**src/rtl/hazard_pkg.sv**
```systemverilog
`default_nettype none
// +----------------------------------------------------------------------------+
// | Module      : hazard_pkg                                                   |
// | Description : Shared types for the hazard controller: FSM state encoding,  |
// |               shadow-pipeline entry layout, register-zero constant and the |
// |               source/destination match helper.                             |
// | Config      : none (HAZARD_FWD_EN is consumed by hazard_ctrl_param)        |
// | Revision    : 1.0  initial release                                         |
// +----------------------------------------------------------------------------+
package hazard_pkg;

  // Widest register address a shadow entry can hold. Narrower REG_AW values
  // are zero-extended into this field by the top level.
  localparam int MAX_AW = 8;

  localparam logic [MAX_AW-1:0] REG0 = '0;

  typedef enum logic [1:0] {
    RUN   = 2'd0,
    STALL = 2'd1,
    FLUSH = 2'd2
  } fsm_state_e;

  typedef struct packed {
    logic              valid;
    logic [MAX_AW-1:0] dest;
    logic              wr;
    logic              load;
  } shadow_entry_t;

  // A source conflicts with an in-flight entry when it is actually read, is
  // not r0, and the entry is a live register write to the same address.
  function automatic logic src_match(input logic used,
                                     input logic [MAX_AW-1:0] addr,
                                     input shadow_entry_t e);
    return used && (addr != REG0) && e.valid && e.wr && (e.dest == addr);
  endfunction

endpackage
`default_nettype wire

```
**src/rtl/hazard_shadow_pipe.sv**
```systemverilog
`default_nettype none
// +----------------------------------------------------------------------------+
// | Module      : hazard_shadow_pipe                                           |
// | Description : Shift register of in-flight destinations, one entry per      |
// |               pipeline stage after ID (idx 0 = EX). Entry 0 is loaded from |
// |               i_ins every cycle; i_kill invalidates the freshly shifted    |
// |               entries 0..KILL_HI; i_hold freezes the whole pipe.           |
// | Ports       : clk, rst_n (sync, active-low), i_hold, i_ins, i_kill,        |
// |               o_entry[PIPE_DEPTH]                                          |
// | Revision    : 1.0  initial release                                         |
// +----------------------------------------------------------------------------+
module hazard_shadow_pipe
  import hazard_pkg::*;
#(
  parameter int PIPE_DEPTH = 3,
  parameter int KILL_HI    = 1
) (
  input  logic                            clk,
  input  logic                            rst_n,
  input  logic                            i_hold,
  input  shadow_entry_t                   i_ins,
  input  logic                            i_kill,
  output shadow_entry_t [PIPE_DEPTH-1:0]  o_entry
);

  shadow_entry_t [PIPE_DEPTH-1:0] entry_d;
  shadow_entry_t [PIPE_DEPTH-1:0] entry_q;

  always_comb begin
    entry_d = entry_q;
    if (!i_hold) begin
      entry_d[0] = i_ins;
      for (int k = 1; k < PIPE_DEPTH; k++) begin
        entry_d[k] = entry_q[k-1];
      end
      // Kill applies to the post-shift positions, i.e. everything younger
      // than the stage that resolved the branch.
      if (i_kill) begin
        for (int k = 0; k <= KILL_HI; k++) begin
          entry_d[k].valid = 1'b0;
        end
      end
    end
  end

  always_ff @(posedge clk) begin
    if (!rst_n) begin
      entry_q <= '0;
    end else begin
      entry_q <= entry_d;
    end
  end

  assign o_entry = entry_q;

endmodule
`default_nettype wire

```
**src/rtl/hazard_ctrl_param.sv**
```systemverilog
`default_nettype none
// +----------------------------------------------------------------------------+
// | Module      : hazard_ctrl_param                                            |
// | Description : Parametrised RAW hazard controller. Tracks in-flight         |
// |               destinations in a shadow pipe, stalls PC/IF-ID and bubbles   |
// |               ID/EX on a conflict, flushes on taken branch or jump, runs a |
// |               RUN/STALL/FLUSH FSM and flags runaway stalls.                |
// | Config      : `HAZARD_FWD_EN  defined   -> only load-use against EX stalls |
// |                               undefined -> any match in idx 0..DEPTH-2    |
// | Ports       : clk, rst_n (sync, active-low)                                |
// |               in : id_valid, id_rs, id_rt, id_rs_used, id_rt_used,         |
// |                    id_dest, id_regwrite, id_memread, id_jump, br_taken     |
// |               out: stall_pc, stall_ifid, bubble_idex,                      |
// |                    flush[BR_STAGE+1:0], stall_cnt[STALL_CW-1:0],           |
// |                    hazard_err                                              |
// | Revision    : 1.0  initial release                                         |
// +----------------------------------------------------------------------------+
module hazard_ctrl_param
  import hazard_pkg::*;
#(
  parameter int REG_AW     = 5,   // must not exceed MAX_AW
  parameter int PIPE_DEPTH = 3,
  parameter int BR_STAGE   = 1,   // must be < PIPE_DEPTH
  parameter int MAX_STALL  = 15,
  parameter int STALL_CW   = 8
) (
  input  logic                 clk,
  input  logic                 rst_n,
  input  logic                 id_valid,
  input  logic [REG_AW-1:0]    id_rs,
  input  logic [REG_AW-1:0]    id_rt,
  input  logic                 id_rs_used,
  input  logic                 id_rt_used,
  input  logic [REG_AW-1:0]    id_dest,
  input  logic                 id_regwrite,
  input  logic                 id_memread,
  input  logic                 id_jump,
  input  logic                 br_taken,
  output logic                 stall_pc,
  output logic                 stall_ifid,
  output logic                 bubble_idex,
  output logic [BR_STAGE+1:0]  flush,
  output logic [STALL_CW-1:0]  stall_cnt,
  output logic                 hazard_err
);

  localparam int FLUSH_W = BR_STAGE + 2;

  fsm_state_e            state_d,      state_q;
  logic [STALL_CW-1:0]   stall_cnt_d,  stall_cnt_q;
  logic                  hazard_err_d, hazard_err_q;

  shadow_entry_t [PIPE_DEPTH-1:0] w_entry;
  shadow_entry_t                  w_ins;
  logic [MAX_AW-1:0]              w_rs, w_rt, w_dest;
  logic                           w_in_flush;
  logic                           w_match;
  logic                           w_hz;
  logic                           w_stall;
  logic [FLUSH_W-1:0]             w_flush;
  logic                           w_pipe_hold;
  logic                           w_unused_entry;

  // Debug freeze of the shadow pipe; tied off in the datapath.
  assign w_pipe_hold = 1'b0;

  assign w_rs   = MAX_AW'(id_rs);
  assign w_rt   = MAX_AW'(id_rt);
  assign w_dest = MAX_AW'(id_dest);

  assign w_in_flush = (state_q == FLUSH);

  always_comb begin
    w_match = 1'b0;
`ifdef HAZARD_FWD_EN
    // Forwarding covers everything except a load still in EX.
    w_match = w_entry[0].load &&
              (src_match(id_rs_used, w_rs, w_entry[0]) ||
               src_match(id_rt_used, w_rt, w_entry[0]));
`else
    // The oldest (WB) entry is excluded: the register file writes first.
    for (int k = 0; k < PIPE_DEPTH-1; k++) begin
      w_match = w_match ||
                src_match(id_rs_used, w_rs, w_entry[k]) ||
                src_match(id_rt_used, w_rt, w_entry[k]);
    end
`endif
  end

  // In FLUSH the ID slot holds a killed instruction, so it can never stall.
  assign w_hz    = id_valid && !w_in_flush && w_match;
  assign w_stall = w_hz && !br_taken;

  always_comb begin
    w_flush = '0;
    if (br_taken) begin
      w_flush = '1;
    end else if (id_jump && !w_in_flush && !w_hz) begin
      // A stalled jump waits; it flushes IF/ID in its release cycle.
      w_flush = FLUSH_W'(1);
    end
  end

  assign w_ins = '{valid: id_valid && !w_hz && !w_in_flush && !br_taken,
                   dest:  w_dest,
                   wr:    id_regwrite,
                   load:  id_memread};

  hazard_shadow_pipe #(
    .PIPE_DEPTH (PIPE_DEPTH),
    .KILL_HI    (BR_STAGE)
  ) u_shadow (
    .clk     (clk),
    .rst_n   (rst_n),
    .i_hold  (w_pipe_hold),
    .i_ins   (w_ins),
    .i_kill  (br_taken),
    .o_entry (w_entry)
  );

  // Not every entry field is consulted in every build.
  assign w_unused_entry = ^w_entry;

  always_comb begin
    state_d = state_q;
    if (br_taken) begin
      state_d = FLUSH;
    end else begin
      case (state_q)
        RUN:     if (w_hz)  state_d = STALL;
        STALL:   if (!w_hz) state_d = RUN;
        FLUSH:   state_d = RUN;
        default: state_d = RUN;
      endcase
    end

    stall_cnt_d = '0;
    if (w_stall) begin
      stall_cnt_d = (stall_cnt_q == '1) ? stall_cnt_q : stall_cnt_q + 1'b1;
    end

    hazard_err_d = hazard_err_q ||
                   (w_stall && (int'(stall_cnt_d) >= MAX_STALL));
  end

  always_ff @(posedge clk) begin
    if (!rst_n) begin
      state_q      <= RUN;
      stall_cnt_q  <= '0;
      hazard_err_q <= 1'b0;
    end else begin
      state_q      <= state_d;
      stall_cnt_q  <= stall_cnt_d;
      hazard_err_q <= hazard_err_d;
    end
  end

  // Pipeline control is suppressed while reset is held.
  assign stall_pc    = rst_n && w_stall;
  assign stall_ifid  = rst_n && w_stall;
  assign bubble_idex = rst_n && w_stall;
  assign flush       = rst_n ? w_flush : '0;
  assign stall_cnt   = stall_cnt_q;
  assign hazard_err  = hazard_err_q;

endmodule
`default_nettype wire
```
**config.mk**
```make
export PLATFORM = sky130hd
export DESIGN_NAME = hazard_ctrl_param
export DESIGN_NICKNAME = d
export VERILOG_FILES = /design/src/rtl/hazard_pkg.sv /design/src/rtl/hazard_shadow_pipe.sv /design/src/rtl/hazard_ctrl_param.sv
export SDC_FILE = /design/constraint.sdc
export NUM_CORES = 1
export LEC_CHECK = 0
export BUFFER_PORTS_ARGS = -buffer_cell sky130_fd_sc_hd__buf_2
export CAP_MARGIN = 20
export CORE_MARGIN = 3
export CORE_UTILIZATION = 61
export DETAILED_ROUTE_END_ITERATION = 16
export PLACE_DENSITY = 0.95
export SYNTH_ARGS = -nofsm -noshare
export SYNTH_HDL_FRONTEND = slang
export SYNTH_HIERARCHICAL = 1
export SYNTH_SLANG_ARGS = --single-unit
```
**constraint.sdc**
```tcl
create_clock -name clk -period 5.4 [get_ports clk]
set_input_delay 0.54 -clock clk [delete_from_list [all_inputs] [get_ports clk]]
set_output_delay 0.54 -clock clk [all_outputs]
set_load 0.005 [all_outputs]
```
==> impl_summary.md, run 1 <==
Layout
At the end of the flow the core is filled with cells to 70.4%. The total inserted antenna cells is 0. The net count of the finished layout is 249. From synthesis to final layout, the design area changed by 9.13%.

The fraction of final layout cells with drive strength greater than 1 is 23.1%.

Die
The total area inside the core boundary comes to 2780 µm². The floorplan step set the die width to 60.3 µm. The floorplan step set the die height to 60.3 µm.

The die covers 3630 µm². For this configuration, the core starts out at a cell density of 64.6%. The cell row count is 19. For this design the top-level I/O count stands at 39.

GRT
The via count of the first global-routing pass was 1385. The number of antenna violations at the first check in global routing is 0. Global routing consumed, over all layers together, 21.8% of the routing resources.

The total overflow reported by the global router is 0. The first global-routing pass estimated 5980 µm of wire. Entering global routing, the biggest net connects 27 pins.

Critical path
The worst register-to-register path begins at u_shadow/o_entry[4]. Along the worst path, the maximum fanout reaches 12. The worst setup path is captured at an output pin. Across all register-to-register paths, the minimum setup slack is 3370 ps. The dominant cell type by count on the critical path is buf_2. STA puts the critical path data required time at 4860 ps. STA puts the critical path data arrival time at 2350 ps.

STA classifies the critical path startpoint as an input port. The capturing element of the worst setup path is stall_pc. The number of cell instances on the worst register-to-register path is 7. For this design, the slowest cell found on the critical path is o22a_1. The most critical setup path has its startpoint at id_rt[1]. The endpoint of the lowest-slack register-to-register path is u_shadow/o_entry[10]. The largest single stage delay on the critical path is 560 ps.

Traced cell by cell, the critical path runs through buf_2 > or4_1 > o21ai_0 > o22a_1 > nor2_1 > buf_2. The critical path class is in2out.

Clock tree
The number of CTS-inserted buffers is 5. Clock-pin slew was measured on the worst setup and hold paths at 100 ps. TritonCTS built the clock tree. In this run the clock root is driven by a clkbuf_4. The CTS H-tree depth is 2.

The number of buffers added to fix hold violations after cts is 0. The post-CTS repair timing setup buffer count is 0. The clock insertion delay at the later pin of the skew report is 330 ps.

Post-CTS repair changed the size of 0 cells. The number of clock sinks is 31. The clock passes through at most 2 buffers.

Route
The total iterations of the first detailed-routing run is 4. The vias per cell is 5.87. The routed length per placed instance is 14.1 µm. In this run the remaining antenna-violating nets after routing total 0. The DRC violation count after routing is 0. The DRC violation total after the first TritonRoute iteration is 81. The final route contains 1503 vias. Summed over all layers, the routed wires come to 3620 µm.

Timing
The worst path needs 2890 ps of the cycle, external delays included. The final period utilization is 53.4%. The transition time at the pin with the least slew margin is 559 ps. The maximum clock frequency is 0.347 GHz.

Setup violations remaining at the end of the flow were counted as 0. The final count of pins violating max slew came to 0. The worst max-slew margin expressed relative to the limit is 62.6%. Between clock sinks in the finished design, the worst skew comes to 5.61 ps. Setup repair after global routing left no endpoint under its margin. The count of final hold-check violations was 0.

The accumulated negative setup slack is 0 ps.

Hold path
The tightest min-delay check is of the reg2reg type. The start point of the worst hold path is state_q[1].

Job
The max capacitance violation total is 0.

Logic synthesis
The yosys synthesis warning count is 6. In the synthesized netlist, the number of instances is 191. The mapped netlist covers 1800 µm². In this run the mean area of a mapped cell was 9.40 µm².

Power and ir drop
In this run the power density over the cells is 222 nW/µm². The worst-case IR drop observed on VDD is 0.172 mV. The reported leakage power is 0.850 nW.

Place
The count of buffers from port buffering is 37. The congestion estimate from routability-driven global placement came to 0.929. The detailed placer's ending HPWL is 2690 µm.

Status
The flow ran to the end, and the final reports show no timing, DRC or antenna violations.
power breakdown:
group          internal, W  switching [W]  leakage [nW]
registers         0.000235     0.00000660         0.252
clock network    0.0000497      0.0000856        0.0272
logic            0.0000258      0.0000313         0.570
total             0.000311       0.000124         0.850
cell usage in the layout, fill, tap and decap left out, drive strengths merged, types with 6 or more instances in the layout:
cell type / n
o21ai: 6
nor3: 16
xor2: 20
nor2b: 19
dfxtp: 31
buf: 37
mux2i: 19
nand2: 6
nor4: 9
nand3: 7
registers in the layout (all words and copies together), names as in the netlist:
register / flops
hazard_err: 1
stall_cnt: 8
state_q: 2
u_shadow/o_entry: 20
final cells by class:
class	count	area [µm²]
clock buffers	5	37.5
clock inverters	3	20.0
fillers	223	822
inverters	4	15.0
multi-input cells	145	1040
flip-flops and latches	31	621
well taps	31	38.8
repair buffers	37	185
worst max-delay path, delay by kind of cell:
kind            cells  cell delay, ps
compound gates      2             870
buf+inv             2             280
simple gates        2             650
layer usage:
layer / vias to the layer above / wire, µm / track usage, %
met2: 38 / 1770 / 38.0
li1: 744 / - / -
met1: 715 / 1620 / 26.1
met5: - / 0 / 0
met4: 0 / 34 / 6.65
met3: 6 / 198 / 5.40
through the flow:
stage          area (µm²)  std cells  setup WS (ps)  power [W]  hold slack (ps)
4_1_cts              1960        256           2510   0.000435              421
3_5_place_dp         1900        248           2520   0.000302              420
6_report             1960        256           2510   0.000434              431
2_1_floorplan        1810        194           3020   0.000289              402
3_3_place_gp         1900        248           2550   0.000302              409
5_1_grt              1960        256           2370   0.000450              423
worst min-delay path by stage:
stage	endpoint	slack (ps)	cells past startpoint
floorplan	state_q[0]	400	1
detailed placement	state_q[0]	420	1
finish	state_q[0]	430	1
global route	u_shadow/o_entry[10]	420	2
global placement	state_q[0]	410	1
CTS	u_shadow/o_entry[10]	420	2
No activity file was read; power rests on OpenSTA's default activity.
==> inputs of run 2 (changes only) <==
--- a/config.mk
+++ b/config.mk
@@ -8,9 +8,9 @@
 export BUFFER_PORTS_ARGS = -buffer_cell sky130_fd_sc_hd__buf_2
 export CAP_MARGIN = 20
 export CORE_MARGIN = 3
-export CORE_UTILIZATION = 61
+export CORE_UTILIZATION = 57
 export DETAILED_ROUTE_END_ITERATION = 16
-export PLACE_DENSITY = 0.95
+export PLACE_DENSITY = 0.92
 export SYNTH_ARGS = -nofsm -noshare
 export SYNTH_HDL_FRONTEND = slang
 export SYNTH_HIERARCHICAL = 1
==> constraint.sdc (replaced) <==
create_clock -name clk -period 2.95 [get_ports clk]
set_input_delay 0.295 -clock clk [delete_from_list [all_inputs] [get_ports clk]]
set_output_delay 0.295 -clock clk [all_outputs]
set_load 0.005 [all_outputs]
==> run 2 against run 1 <==
  * Critical path depth unchanged
  * Critical path type is now reg2out
  * Wire length fell by 3.3%
  * Cell count is 4.7% higher
  * First-iteration DRC count is 25% lower
  * Highest routed layer unchanged
  * Largest power group unchanged
  * Largest cell class unchanged
==> impl_summary.md, run 2 (synthesis gave the netlist of run 1 again) <==
Route
The DRC violation count after routing was 0 (unchanged). The total iterations of the first detailed-routing run is 4 (unchanged). The routed length per placed instance came to 13.1 µm (-7.6%). The post-route antenna net violation count was 0 (unchanged). The number of vias after detailed routing was 1464 (-2.6%). The vias per cell is 5.46 (-7.0%). The overall routed net length came to 3500 µm (-3.3%).

The DRC violation total after the first TritonRoute iteration was 61 (-25%).

Timing
The final period utilization is 74.9%. The accumulated negative setup slack is 0 ps (unchanged). Setup repair after global routing left no endpoint under its margin. The maximum clock frequency is 0.453 GHz. The count of final hold-check violations is 0 (unchanged).

The final hold slack was 183 ps (-248 ps). The final-report setup violation count is 0 (unchanged). After layout, the minimum clock period comes to 2210 ps. The final count of pins violating max slew was 0 (unchanged). The final setup skew came to 3.74 ps (-1.87 ps). The transition time at the pin with the least slew margin came to 534 ps (-25.2 ps).

The worst path setup slack after routing came to 741 ps (-1770 ps). The worst max-slew margin expressed relative to the limit came to 64.3% (+1.7 points).

GRT
The global-route wire length before repair came to 5980 µm (+0.12%). The total overflow reported by the global router is 0 (unchanged). The number of antenna violations at the first check in global routing came to 0 (unchanged).

The via count of the first global-routing pass is 1370 (-1.1%). The largest net degree at the start of global routing is 27 (unchanged). The overall routing resource usage was 18.7% (-3.1 points).

Critical path
The data required time at the worst endpoint is 2650 ps (-2210 ps). The critical path's top delay family is simple AND/OR/NAND/NOR gates. The count of buffer and inverter cells on the critical path is 1 (-1). The stage delay of the slowest cell on the critical path came to 360 ps (-200 ps).

STA classifies the critical path startpoint as a flip-flop. Walking the worst path, the cells encountered are xor2_1 > nor4_2 > a22oi_1 > o22a_1 > nor2_1 > buf_2. The critical path in this run is classified as reg2out. The worst setup path is captured at an output pin. For this design, the slowest cell found on the critical path is dfxtp_1.

The largest fanout on the critical path is 4 (-8). The data arrival time of the critical path came to 1910 ps (-440 ps).

Job
The max capacitance violation total is 0 (unchanged).

Place
The placer congestion estimate is 0.946 (+1.9%). The placement-stage worst setup slack is 920 ps (-1600 ps). The number of instances in the placed design is 260 (+4.8%).

The detailed placer's ending HPWL is 2540 µm (-5.4%). The count of buffers from port buffering is 37 (unchanged).

Layout
The commonest non-fill, non-tap cell in the layout is buf_2. The fraction of final layout cells with drive strength greater than 1 is 23.5% (+0.34 points). The flip-flop count of the largest register after layout is 20 (unchanged). The fill cell total of the finished layout came to 245 (+9.9%). In the layout the commonest cells are buf_2 (37), dfxtp_1 (31), xor2_1 (20). The area added between synthesis and finish is 10.3%.

The layout net count is 250 (+0.40%). The total inserted antenna cells is 0 (unchanged). The count of placed standard cells in the final layout, fillers left out is 268 (+4.7%).

Clock tree
The clock-pin slew reported for the worst setup and hold paths after clock tree synthesis is 100 ps (about the same). The number of CTS-inserted buffers came to 5 (unchanged). The root buffer selected by CTS is clkbuf_4.

The post-CTS repair timing setup buffer count is 0 (unchanged). The number of clock sinks is 31 (unchanged). The clock insertion delay at the later pin of the skew report came to 340 ps (about the same).

The maximum buffer depth of the clock tree is 2 (unchanged). The post-cts repair resize count is 0 (unchanged). TritonCTS built the clock tree. The CTS H-tree depth is 2 (unchanged).

The number of buffers added to fix hold violations after cts was 0 (unchanged).

Die
The number of top-level pins came to 39 (unchanged). The core region area is 2880 µm² (+3.4%). The cell row count is 19 (unchanged). The die footprint was 3860 µm² (+6.3%).

The initial core utilization is 62.4% (-2.1 points). The die boundary height was 62.1 µm (+3.1%). The chip width is 62.1 µm (+3.1%).

Power and ir drop
The power per cell area is 400 nW/µm² (+81%). The total power of the final layout came to 0.000793 W (+83%). The reported leakage power came to 0.854 nW (+0.49%). The worst supply voltage drop on vdd was 0.231 mV (+34%).

Status
The run finished with clean final reports.

Hold path
The path type of the worst min-delay path is in2reg.
## run 2: changes by cell type in the layout (fill, tap and decap cells not counted), sizes merged
| cell | previous run | this run |
|---|---|---|
| buf | 37 | 38 |
## run 2: per-layer routing
metal | vias to the layer above | GRT usage, % | share of wire (%)
met5 | - | 0 | 0
met3 | 6 | 5.59 | 7.0
li1 | 742 | - | -
met2 | 43 | 29.6 | 44
met4 | 0 | 7.46 | 1.5
met1 | 673 | 23.9 | 48
## run 2: path summary, 6_finish.rpt
check                       from                   end  slack (ps)  depth (start not counted)
max          u_shadow/o_entry[4]           bubble_idex         740                          6
min                     br_taken  u_shadow/o_entry[10]         180                          2
max reg2reg         stall_cnt[0]            hazard_err        1000                          6
min reg2reg           state_q[1]            state_q[0]         430                          1
## run 2: report_power, final
group	total, W	switching (W)	internal, W
logic	0.000104	0.0000569	0.0000471
registers	0.000443	0.0000119	0.000431
clock network	0.000246	0.000155	0.0000908
## run 2: final cells by class
cell class	count	area, µm²	share of cell area (%)
multi-input cells	145	1040	52.6
repair buffers	38	193	9.73
inverters	4	15.0	0.758
clock inverters	3	20.0	1.01
well taps	42	52.6	2.65
flip-flops and latches	31	621	31.3
clock buffers	5	37.5	1.90
## run 2: metrics by stage
stage | area, µm² | util [%]
after CTS | 1980 | 68.9
final | 1980 | 68.9
after floorplan | 1810 | -
after global routing | 1980 | 68.9
after detailed placement | 1920 | 66.9
after global placement | 1920 | 66.9
==> inputs of run 3 (changes only) <==
==> constraint.sdc (replaced) <==
create_clock -name clk -period 2.2 [get_ports clk]
set_input_delay 0.22 -clock clk [delete_from_list [all_inputs] [get_ports clk]]
set_output_delay 0.22 -clock clk [all_outputs]
set_load 0.005 [all_outputs]
==> run 3 against run 2 <==
  * Clock skew rose by 1.1 ps
  * Hold slack got worse by 89 ps
  * Setup slack got worse by 610 ps
  * Power rose by 34%
  * Critical endpoint is now stall_ifid
  * Largest cell class unchanged
  * Count of clock-buffer cells in the layout rose by 2
  * Largest power group unchanged
  * Via count rose by 1.7%
  * Non-clock buffer count rose by 2
  * Clock power rose by 30%
==> impl_summary.md, run 3 (synthesis gave the netlist of run 1 again) <==
Timing
The maximum clock frequency is 0.483 GHz. The final-report setup violation count is 0 (unchanged). The final period utilization is 94.1%.

The final count of pins violating max slew is 0 (unchanged). The minimum clock period after layout is 2070 ps. The accumulated negative setup slack is 0 ps (unchanged).

The final setup skew is 4.86 ps (+1.12 ps). The worst path setup slack after routing is 131 ps (-610 ps). The count of final hold-check violations is 0 (unchanged).

GRT
The via count of the first global-routing pass came to 1351 (-1.4%). The met3 capacity usage during global routing came to 7.21% (+1.6 points). The met2 usage in global routing is 30.0% (+0.40 points). The global-route wire length before repair came to 6060 µm (+1.3%). The number of antenna violations at the first check in global routing was 0 (unchanged). The fraction of met1 tracks used by global routing was 24.5% (+0.58 points). The total overflow reported by the global router is 0 (unchanged). The overall routing resource usage came to 19.5% (+0.77 points). The layer flagged by global routing as most heavily used is met2. The largest net degree at the start of global routing was 27 (unchanged).

Critical path
The largest fanout on the critical path is 4 (unchanged). The stage delay of the slowest cell on the critical path is 330 ps (-30 ps). The cell depth of the worst setup path is 6 (unchanged). The data arrival time of the critical path came to 1850 ps (-60 ps). The count of buffer and inverter cells on the critical path is 1 (unchanged).

The number of cell instances on the worst register-to-register path is 6 (unchanged). The critical path class is reg2out. The slowest stage of the critical path is the dfxtp_1 cell. The critical path's top delay family is simple AND/OR/NAND/NOR gates. The critical path goes through nand3b_1 > nor3_1 > a22oi_1 > o22a_2 > nor2_2 > buf_2. STA classifies the critical path startpoint as a flip-flop. The data required time at the worst endpoint is 1980 ps (-670 ps). The kind of end point of the critical path is an output pin.

Place
The count of buffers from port buffering came to 37 (unchanged). The detailed placer's ending HPWL is 2660 µm (+4.6%). The placement-stage worst setup slack is 298 ps (-621 ps). The placer congestion estimate was 0.932 (-1.5%).

Layout
The flip-flop count of the largest register after layout is 20 (unchanged). The library cells used most frequently in the layout, excluding fill and tap cells, are buf_2 (37), dfxtp_1 (30), nor2b_1 (19), mux2i_1 (19), xor2_1 (18). The fraction of final layout cells with drive strength greater than 1 is 27.2% (+3.7 points). The area taken by multi-input logic gates came to 1090 µm² (+4.2%). Relative to the synthesized area, the layout overhead comes to 13.2%. The total inserted antenna cells came to 0 (unchanged). The utilization after layout is 70.7% (+1.8 points). The layout net count is 252 (+0.80%). The area used by sequential logic in the layout is 622 µm² (+0.20%). Leaving out fill and tap cells, the most frequent cell in the layout is buf_2. The fill cell total of the finished layout is 225 (-8.2%).

Route
The vias per cell is 5.51 (+0.95%). The post-route antenna net violation count is 0 (unchanged). The DRC violation total after the first TritonRoute iteration came to 59 (-3.3%). The total iterations of the first detailed-routing run is 4 (unchanged). The overall routed net length is 3660 µm (+4.7%). The DRC violation count after routing is 0 (unchanged). The routed length per placed instance is 13.6 µm (+3.9%). The number of vias after detailed routing is 1489 (+1.7%).

Power and ir drop
The reported leakage power is 0.870 nW (+1.9%). The power per cell area was 523 nW/µm² (+31%). The worst supply voltage drop on vdd is 0.324 mV (+40%).

Die
The die boundary height is 62.1 µm (unchanged). The core region area is 2880 µm² (unchanged). The number of top-level pins is 39 (unchanged).

The cell row count is 19 (unchanged). The chip width was 62.1 µm (unchanged). The die footprint was 3860 µm² (unchanged). The initial core utilization is 62.4% (unchanged).

Clock tree
The clock-pin slew reported for the worst setup and hold paths after clock tree synthesis was 100 ps (about the same). The clock tree from TritonCTS is built. The maximum buffer depth of the clock tree is 2 (unchanged). In this run the clock root is driven by a clkbuf_4. The number of buffers added to fix hold violations after cts came to 0 (unchanged).

The CTS H-tree depth is 2 (unchanged). The number of clock sinks is 31 (unchanged). The number of CTS-inserted buffers is 5 (unchanged). The clock insertion delay at the later pin of the skew report was 340 ps (about the same).

Job
The max capacitance violation total was 0 (unchanged).

Hold path
The path class of the tightest hold or removal check is in2reg. The count of cells along the worst hold path is 2 (unchanged).

Status
The run finished with clean final reports.
==> run 3: what timing repair did <==
item	in CTS	in global routing
buffers inserted	0	0
gates resized for setup	0	9
setup endpoints to repair	0	4
==> run 3: area by class of cell <==
type                    instances  area share [%]
flip-flops and latches         31            30.6
clock buffers                   7            2.22
repair buffers                 40            10.2
multi-input cells             145            53.4
inverters                       4           0.738
well taps                      42            2.58
clock inverters                 1           0.246
==> run 3: worst paths after layout <==
| kind | from | end | slack [ps] |
|---|---|---|---|
| setup / recovery | u_shadow/o_entry[7] | stall_ifid | 130 |
| hold / removal | br_taken | u_shadow/o_entry[10] | 90 |
| hold reg to reg | state_q[1] | state_q[0] | 440 |
| setup reg to reg | stall_cnt[1] | hazard_err | 350 |
==> run 3: per-stage QoR <==
| stage | instance area (µm²) | power (W) | instances | hold slack [ps] |
|---|---|---|---|---|
| final | 2030 | 0.00106 | 270 | 94.5 |
| after global routing | 2030 | 0.00111 | 270 | 90.1 |
| after CTS | 1990 | 0.00107 | 270 | 77.1 |
| after detailed placement | 1940 | 0.000744 | 262 | 429 |
| after global placement | 1940 | 0.000743 | 262 | 423 |
| after floorplan | 1810 | 0.000710 | 194 | 320 |
==> run 3: power breakdown <==
group	internal (W)	switching, W	leakage (nW)	total (W)
sequential	0.000578	0.0000163	0.253	0.000594
combinational	0.0000660	0.0000823	0.588	0.000148
clock	0.000124	0.000197	0.0293	0.000321
==> run 3: metal layers <==
layer  vias to the layer above  wire length (µm)
li1                        744                 -
met1                       671              1710
met2                        63              1590
met3                        11               287
met4                         0                82
met5                         -                 0
